## config.mk

```make
export PLATFORM = sky130hd
export DESIGN_NAME = neuron_accumulator
export DESIGN_NICKNAME = d
export VERILOG_FILES = /design/src/rtl/neuron_pkg.sv /design/src/rtl/neuron_accumulator.sv
export SDC_FILE = /design/constraint.sdc
export NUM_CORES = 2
export LEC_CHECK = 0
export BUFFER_PORTS_ARGS = -buffer_cell sky130_fd_sc_hd__buf_2
export CAP_MARGIN = 10
export CORE_AREA = 4 4 430 432
export CTS_BUF_LIST = sky130_fd_sc_hd__clkbuf_8 sky130_fd_sc_hd__clkbuf_16
export CTS_CLUSTER_SIZE = 16
export DETAILED_ROUTE_END_ITERATION = 12
export DIE_AREA = 0 0 434 436
export GPL_ROUTABILITY_DRIVEN = 0
export GPL_TIMING_DRIVEN = 0
export PLACE_DENSITY_LB_ADDON = 0.15
export SLEW_MARGIN = 20
export SYNTH_ARGS = -nofsm -noshare
export SYNTH_HDL_FRONTEND = slang
export SYNTH_SLANG_ARGS = --single-unit
```

## constraint.sdc

```tcl
create_clock -name clk -period 6.89 [get_ports clk]
set_clock_uncertainty 0.1 [all_clocks]
set_input_delay 2.067 -clock clk [delete_from_list [all_inputs] [get_ports clk]]
set_output_delay 2.067 -clock clk [all_outputs]
set_load 0.1 [all_outputs]
```

## src/rtl/neuron_pkg.sv

```systemverilog
// -----------------------------------------------------------------------------
// neuron_pkg
//
// Shared types and constants for the neuron accumulation stage.
//
// Contents:
//   DEF_N_IN / DEF_W     default lane count and lane width
//   DEF_ACC_W            accumulator width that cannot overflow while summing
//                        DEF_N_IN+1 unsigned DEF_W-bit lanes
//   DEF_IDX_W            width of the lane index counter
//   lane_vec_t           product vector, lane i = product i, lane N_IN = bias
//   state_t              accumulator FSM states
//   sat_result_t         W-bit result plus saturation flag
//   sat_trunc()          narrows an accumulator value to W bits, clamping to
//                        all-ones when any bit above W is set
//
// Optional feature macro used by the consumers of this package:
//   NEURON_ACC_SAT_EN    saturate the neuron sum instead of wrapping it
// -----------------------------------------------------------------------------
package neuron_pkg;

    localparam int DEF_N_IN  = 32;
    localparam int DEF_W     = 32;
    localparam int DEF_IDX_W = $clog2(DEF_N_IN + 1);
    localparam int DEF_ACC_W = DEF_W + DEF_IDX_W;

    typedef logic [DEF_N_IN:0][DEF_W-1:0] lane_vec_t;

    typedef enum logic [1:0] {
        IDLE  = 2'd0,
        ACCUM = 2'd1,
        DONE  = 2'd2
    } state_t;

    typedef struct packed {
        logic [DEF_W-1:0] sum;
        logic             sat;
    } sat_result_t;

    // Clamp a default-sized accumulator value into DEF_W bits. Any carry into
    // the guard bits means the true sum does not fit, so the result pins at
    // the largest representable value and the flag is raised.
    function automatic sat_result_t sat_trunc(input logic [DEF_ACC_W-1:0] acc);
        sat_result_t r;
        r.sat = |acc[DEF_ACC_W-1:DEF_W];
        r.sum = r.sat ? {DEF_W{1'b1}} : acc[DEF_W-1:0];
        return r;
    endfunction

endpackage : neuron_pkg

```

## src/rtl/neuron_accumulator.sv

```systemverilog
// -----------------------------------------------------------------------------
// neuron_accumulator
//
// Accepts one vector of N_IN+1 unsigned products (N_IN weighted inputs plus
// the bias lane N_IN) over a valid/ready handshake, sums the lanes serially in
// ascending order, one lane per clock, in an accumulator wide enough never to
// overflow, and returns the W-bit neuron pre-activation sum over a second
// valid/ready handshake.
//
// Timing at defaults (N_IN = 32):
//   accept edge -> 33 accumulate edges -> out_valid high.
//   With out_ready tied high a new vector can be taken every 35 cycles.
//
// Ports:
//   clk        in   single clock, rising edge
//   rst_n      in   asynchronous active-low reset
//   in_valid   in   product vector valid
//   in_ready   out  block is IDLE and can take a vector (low during reset)
//   in_data    in   [N_IN:0][W-1:0] product vector, snapshotted on accept
//   out_valid  out  neuron sum valid (state DONE)
//   out_ready  in   downstream takes the sum
//   out_sum    out  [W-1:0] neuron sum, stable while out_valid is high
//   out_sat    out  sum did not fit in W bits
//
// Build option:
//   NEURON_ACC_SAT_EN defined   -> out_sum saturates to all-ones and out_sat
//                                  flags the event.
//   NEURON_ACC_SAT_EN undefined -> out_sum is the sum modulo 2**W and out_sat
//                                  is a constant 0.
// -----------------------------------------------------------------------------
module neuron_accumulator
    import neuron_pkg::*;
#(
    parameter int N_IN = DEF_N_IN,
    parameter int W    = DEF_W
) (
    input  logic                  clk,
    input  logic                  rst_n,

    input  logic                  in_valid,
    output logic                  in_ready,
    input  logic [N_IN:0][W-1:0]  in_data,

    output logic                  out_valid,
    input  logic                  out_ready,
    output logic [W-1:0]          out_sum,
    output logic                  out_sat
);

    localparam int IDX_W = $clog2(N_IN + 1);
    localparam int ACC_W = W + IDX_W;

    // Index of the bias lane, which is also the last lane summed.
    localparam logic [IDX_W-1:0] LAST_IDX = IDX_W'(N_IN);

    state_t                 state_q;
    state_t                 state_d;

    logic [N_IN:0][W-1:0]   lane_buf_q;
    logic [ACC_W-1:0]       acc_q;
    logic [IDX_W-1:0]       idx_q;

    logic                   accept;
    logic                   last_lane;
    logic [ACC_W-1:0]       acc_sum;
    logic [W-1:0]           res_sum;

    assign accept    = in_valid & in_ready;
    assign last_lane = (state_q == ACCUM) && (idx_q == LAST_IDX);

    // Running sum including the lane selected this cycle; on the last lane
    // this is the complete neuron sum, so the result is formed from it
    // directly rather than waiting a cycle for acc_q to catch up.
    assign acc_sum = acc_q + ACC_W'(lane_buf_q[idx_q]);

    // -------------------------------------------------------------------------
    // FSM: state register
    // -------------------------------------------------------------------------
    // NOTE: every clocked process uses non-blocking assignments so all
    // registers update from pre-edge values, independent of process order.
    always_ff @(posedge clk or negedge rst_n) begin
        if (!rst_n) begin
            state_q <= IDLE;
        end else begin
            state_q <= state_d;
        end
    end

    // -------------------------------------------------------------------------
    // FSM: next-state logic
    // -------------------------------------------------------------------------
    // NOTE: state_d gets a default before the case so no path leaves it
    // unassigned, which would otherwise infer a latch.
    always_comb begin
        state_d = state_q;
        unique case (state_q)
            IDLE:    if (accept)              state_d = ACCUM;
            ACCUM:   if (idx_q == LAST_IDX)   state_d = DONE;
            DONE:    if (out_ready)           state_d = IDLE;
            default:                          state_d = IDLE;
        endcase
    end

    // -------------------------------------------------------------------------
    // FSM: outputs
    // -------------------------------------------------------------------------
    // in_ready is gated by rst_n so upstream never sees a ready that cannot
    // be honoured while the block is held in reset.
    always_comb begin
        in_ready  = (state_q == IDLE) && rst_n;
        out_valid = (state_q == DONE);
    end

    // -------------------------------------------------------------------------
    // Datapath: lane buffer, index counter, accumulator, result register
    // -------------------------------------------------------------------------
    // NOTE: the lane buffer is reset along with the rest of the datapath so a
    // reset leaves no stale product data visible anywhere in the block.
    always_ff @(posedge clk or negedge rst_n) begin
        if (!rst_n) begin
            lane_buf_q <= '0;
            acc_q      <= '0;
            idx_q      <= '0;
            out_sum    <= '0;
        end else begin
            if (accept) begin
                // Snapshot the whole vector; in_data is don't-care afterwards.
                lane_buf_q <= in_data;
                acc_q      <= '0;
                idx_q      <= '0;
            end else if (state_q == ACCUM) begin
                acc_q <= acc_sum;
                // Hold the index on the bias lane so it never points past the
                // buffer while the result waits in DONE.
                if (!last_lane) begin
                    idx_q <= idx_q + IDX_W'(1);
                end
                if (last_lane) begin
                    out_sum <= res_sum;
                end
            end
        end
    end

    // -------------------------------------------------------------------------
    // Result formation
    // -------------------------------------------------------------------------
`ifdef NEURON_ACC_SAT_EN
    logic res_sat;

    // Any set bit above W means the true sum cannot be represented.
    always_comb begin
        res_sat = |acc_sum[ACC_W-1:W];
        res_sum = res_sat ? {W{1'b1}} : acc_sum[W-1:0];
    end

    always_ff @(posedge clk or negedge rst_n) begin
        if (!rst_n) begin
            out_sat <= 1'b0;
        end else if (last_lane) begin
            out_sat <= res_sat;
        end
    end
`else
    // Modulo-2**W wrap: the guard bits are simply dropped.
    assign res_sum = acc_sum[W-1:0];
    assign out_sat = 1'b0;
`endif

endmodule : neuron_accumulator

```

## Word-level counts from Yosys, hierarchy flattened

Index checks and enable logic that the tools add are counted.
Widths: inputs -> output; s select.

- Bitwise operators: 2
- Reductions and logical operators: 7
- Eq/ne operators: 7
- Div/mod/pow operators: 0
- Shift-type cells: 0
- $mul: 0
- $lt $le $gt $ge: 1
- Mux-type cells: 11
- Add/subtract/negate cells: 2

Operator list:

| operator | count |
|---|---|
| $bmux 32 s6 | 1 |
| $mux 38 | 2 |
| $add 38x32->38 | 1 |
| $mux 32 | 1 |
| $mux 6 | 3 |
| $lt 6x7->1 const B | 1 |
| $add 6x1->6 const B | 1 |
| $eq 6x6->1 const B | 1 |
| $mux 2 | 3 |
| $pmux 2 s3 | 1 |
| $reduce_and 3->1 | 2 |
| $ne 2x1->1 const B | 2 |
| $ne 2x2->1 const B | 2 |
| $eq 2x1->1 const B | 1 |
| $eq 2x2->1 const B | 1 |
| $logic_and 1x1->1 | 2 |
| $logic_not 2->1 | 1 |
| $reduce_and 2->1 | 1 |
| $reduce_bool 2->1 | 1 |
| $and 1x1->1 | 1 |
| $not 1->1 | 1 |

- Input bits: 1060
- Output and inout port bits: 35
- Word-level logic and storage cells: 67
- Register bits after elaboration: 1134
- RAM bits: 0
- Bits in read-only memories: 0
- Latch bits: 0
- Memories: 0

## Depth between registers and ports, before layout

- Depth in word-level cells: 5
- Mapped depth: 19
- Mapped depth without buffers: 15

## Least setup slack after synthesis

OpenSTA, ideal clock, no wires.

- Kind: input -> output
- Start: in rst_n
- End: out in_ready
- Buffers on the path: 0
- Required time: 4723 ps
- Arrival: 4332 ps
- Slack: 391 ps
- Cell stages on the path: 1
- Cell sequence: nor3b_1

- Longest elaborated chain between the ends: 1

RTL lines:

| element | line | text |
|---|---|---|
| from (decl) | neuron_accumulator.sv:38 | `input logic rst_n,` |
| $logic_and 1x1->1 | neuron_accumulator.sv:110 | `in_ready = (state_q == IDLE) && rst_n;` |
| to (decl) | neuron_accumulator.sv:41 | `output logic in_ready,` |

No other way between the ends.

## Final worst setup path

- Start: reg idx_q[1]
- End: reg out_sum[24]

- Longest elaborated chain between the ends: 3
- Elaborated cells between the ends (all ways): 6
- Those cells by class: add/sub (1); eq/ne (1); mux (2); reduce/logical (2)

RTL lines:

| element | line | text |
|---|---|---|
| from (decl) | neuron_accumulator.sv:61 | `logic [IDX_W-1:0] idx_q;` |
| from (signal assigned) | neuron_accumulator.sv:136 | `idx_q <= idx_q + IDX_W'(1);` |
| $bmux 32 s6 / $eq 6x6->1 (equally long branches) | neuron_accumulator.sv:74, neuron_accumulator.sv:69 |  |
| $mux 32 (implied by the code) / $logic_and 1x1->1 (equally long branches) | neuron_accumulator.sv:74, neuron_accumulator.sv:69 |  |
| $add 38x32->38 / $reduce_and 3->1 (equally long branches) | - |  |
| to (signal assigned) | neuron_accumulator.sv:139 | `out_sum <= res_sum;` |
| to (decl) | neuron_accumulator.sv:46 | `output logic [W-1:0] out_sum,` |

Several ways; a longest one is shown, not always the timed one. The select of a mux whose other input is x is not followed.
A chain may end at the register's enable or synchronous reset.

==> results_dict.tcl <==
set metrics [dict create \
    status "finished, final reports clean" \
    setup_viol 0 \
    muxShareOfSynthArea 0.144 \
    holdCritPathClass "flip-flop to flip-flop" \
    combPwrFrac 0.467 \
    synth_top_family_by_area "simple AND/OR/NAND/NOR gates" \
    fin_hold_ws_ns 0.370 \
    nets 7797 \
    drt-initial-drc-count 4376 \
    cts-htree-levels 4 \
    die_h_um 436 \
    num_io_pins 1095 \
    root_buffer "clkbuf_16" \
    syn_area_um2 51800 \
    fin_crit_sh 0.972 \
    cts_tree "done" \
    dr.pass1.iters 5 \
    cp-end-kind "flip-flop" \
    vdd_drop_max_mv 0.213 \
    p_int_mw 20.3 \
    hold_depth 2 \
    grt_max_degree 130 \
    hold_buffers 0 \
    clock-sinks 1128 \
    drv_slew 0 \
    grt_remaining_overflow 0 \
    rows 156 \
    avgSynthCellArea_um2 9.49 \
    ys_ff_latch 1128 \
    drtAntennaViolNets 0 \
    vias 45800 \
    synthTopCellsByArea "dfrtp_1, nand2_1, mux4_2" \
    hpwl_um 218000 \
    drc 0 \
    seqCellArea_um2 28200 \
    yosysSeqAreaShare 0.545 \
    async_flop_share 1.00 \
    netSwitchingFraction 0.431 \
    grt_pass1_wl_um 360000 \
    path_cells "buf_2 > clkbuf_4 > clkbuf_4 > clkbuf_1 > mux4_2 > mux4_2 > mux2i_1 > o21ai_0 > ha_1 > and3_1 > and4_1 > o211ai_1 > nand2_1 > a2bb2oi_1 > a211o_1 > o41a_1 > xor2_1 > o21ai_1" \
    worst_pin_slew_ns 0.976 \
    area_growth_pct 26.5 \
    setup_ws_ns 0.193 \
    nFillCells 18900 \
    cp_max_fo 10 \
    ff2ff_path_depth 18 \
    cts_buffers 137 \
    synth_area_leader_cell "dfrtp_1" \
    cp.arrival_ns 7.22 \
    port_buffers 1093 \
    die-area_um2 189000 \
    switchingPower_mw 15.4 \
    max_stage_delay_ns 0.61 \
    fmax_ghz 0.149 \
    critPathRequiredTime_ns 7.41 \
    ys_types 65 \
    antenna_found_initial 184 \
    ys_warn_count 0 \
    track_usage 0.275 \
    post-cts-setup-buffers 0 \
    synth_edf_count 0 \
    synth_simple_gate_area_share 0.247 \
    synth-main-ff-cell "dfrtp_1" \
    synth_compound_area_frac 0.0227 \
    slew_headroom 0.349 \
    clockBufferDepth 3 \
    routed_wl_um 267000 \
    path_class "flip-flop to flip-flop" \
    powerDensity_nw_per_um2 545 \
    synth_nets 6551 \
    start_util 0.287 \
    core_area_um2 181000 \
    synthAdderAreaFrac 0.00836 \
    path_clk_slew_ns 0.06 \
    pre_cts_ws_ns -0.802 \
    clkPwrFrac 0.210 \
    cpMaxStageDelayCell "clkbuf_1" \
    final_common_cell "nand2_1" \
    maxCapViolations 0 \
    period_minus_slack_ns 6.70 \
    startpoint_type "flip-flop" \
    layout_common_cells "nand2_1, buf_2, dfrtp_1" \
    viasPerCell 4.94 \
    synth_cells 5457 \
    power.leakage_nw 33.8 \
    dieWidth_um 434 \
    insertion_delay_ns 0.79 \
    multi_input_area_um2 22200 \
    synthXorXnorAreaFrac 0.00508 \
    hold_viol_final 0 \
    layout-drive-gt1-share 0.252 \
    grt_pass1_vias 45800 \
    synth_top_area_frac 0.545 \
    wl_per_cell_um 28.8 \
    p_seq_frac 0.323 \
]
layout make-up:
type                    instances  share of cell area
clock buffers                 157              0.0569
clock inverters                84              0.0132
diodes                         94             0.00359
repair buffers               1107              0.0898
well taps                    2370              0.0453
flip-flops and latches       1128               0.431
multi-input cells            3973               0.339
plain buffers                 343              0.0211
inverters                      13            0.000745
power groups by stage:
| stage | logic [mW] | clock network [mW] | registers [mW] |
|---|---|---|---|
| finish | 16.7 | 7.48 | 11.5 |
| CTS | 16.7 | 7.62 | 11.5 |
| detailed placement | 16.6 | 0 | 11.5 |
| global route | 17.9 | 7.88 | 11.8 |
| floorplan | 9.60 | 0 | 11.3 |
| global placement | 16.4 | 0 | 11.5 |
layer usage:
metal,vias to the layer above,share of wire,track usage
met3,489,0.064,0.0511
met1,23300,0.42,0.370
li1,20200,-,-
met5,-,0.00073,0
met2,1769,0.46,0.422
met4,32,0.055,0.146
registers in the layout, indices dropped and copies added (netlist names):
signal and count:
acc_q 32, out_sum 32, lane_buf_q 1056, idx_q 6
state_q 2
worst max-delay path: cells and delay by family (launching register included):
family,cells,cell delay (ns)
fa+ha+maj,1,0.44
compound gates,6,1.37
xor+xnor,1,0.40
mux,3,1.48
buf+inv,4,1.71
flops,1,0.34
simple gates,3,0.65
cell families after synthesis:
group,after synthesis
AO/OA/AOI/OAI,193
XOR/XNOR,30
buffers and inverters,356
flip-flops,1128
multiplexers,351
adder cells (fa/ha/maj),34
other,1
AND/OR/NAND/NOR,3364
worst paths after layout:
| check | startpoint | slack (ns) | endpoint |
|---|---|---|---|
| worst max-delay path | idx_q[1] | 0.19 | out_sum[24] |
| worst min-delay path | lane_buf_q[610] | 0.37 | lane_buf_q[610] |
| worst max register to register | idx_q[1] | 0.19 | out_sum[24] |
| worst min register to register | lane_buf_q[610] | 0.37 | lane_buf_q[610] |
| max in group asynchronous | rst_n | 2.85 | lane_buf_q[847] |
| min in group asynchronous | rst_n | 1.15 | lane_buf_q[85] |
per-stage QoR:
stage	total power [mW]	instance area [um^2]	util	TNS, ns	std cells
2_1_floorplan	20.9	51800	-	0	5457
3_3_place_gp	27.9	60200	0.333	-	8920
3_5_place_dp	28.2	60600	0.336	-141.49	8933
4_1_cts	35.8	65200	0.361	0	9175
5_1_grt	37.6	65400	0.362	-0.0138	9239
6_report	35.7	65500	0.363	0	9269
cells in the mapped netlist, types with 6 or more instances:
| cell type | n |
|---|---|
| a31oi_1 | 6 |
| buf_2 | 35 |
| mux4_2 | 317 |
| xnor2_1 | 14 |
| nor3_1 | 7 |
| a21o_1 | 11 |
| nand3_1 | 36 |
| ha_1 | 33 |
| mux2i_1 | 33 |
| inv_1 | 13 |
| buf_1 | 19 |
| o21ai_0 | 100 |
| dfrtp_1 | 1128 |
| xor2_1 | 16 |
| nor2_1 | 23 |
| a211oi_1 | 8 |
| clkbuf_1 | 287 |
| o21bai_1 | 6 |
| o21ai_1 | 6 |
| a21oi_1 | 21 |
| nand2_1 | 3260 |
| o211ai_1 | 6 |
what timing repair did:
action                                 in CTS  in global routing
endpoints found under the hold margin       0                  0
cloned                                      1                  0
setup endpoints to repair                  27                 13
gates resized for setup                    11                 16
Note: power is estimated with default switching activity, not from simulation.
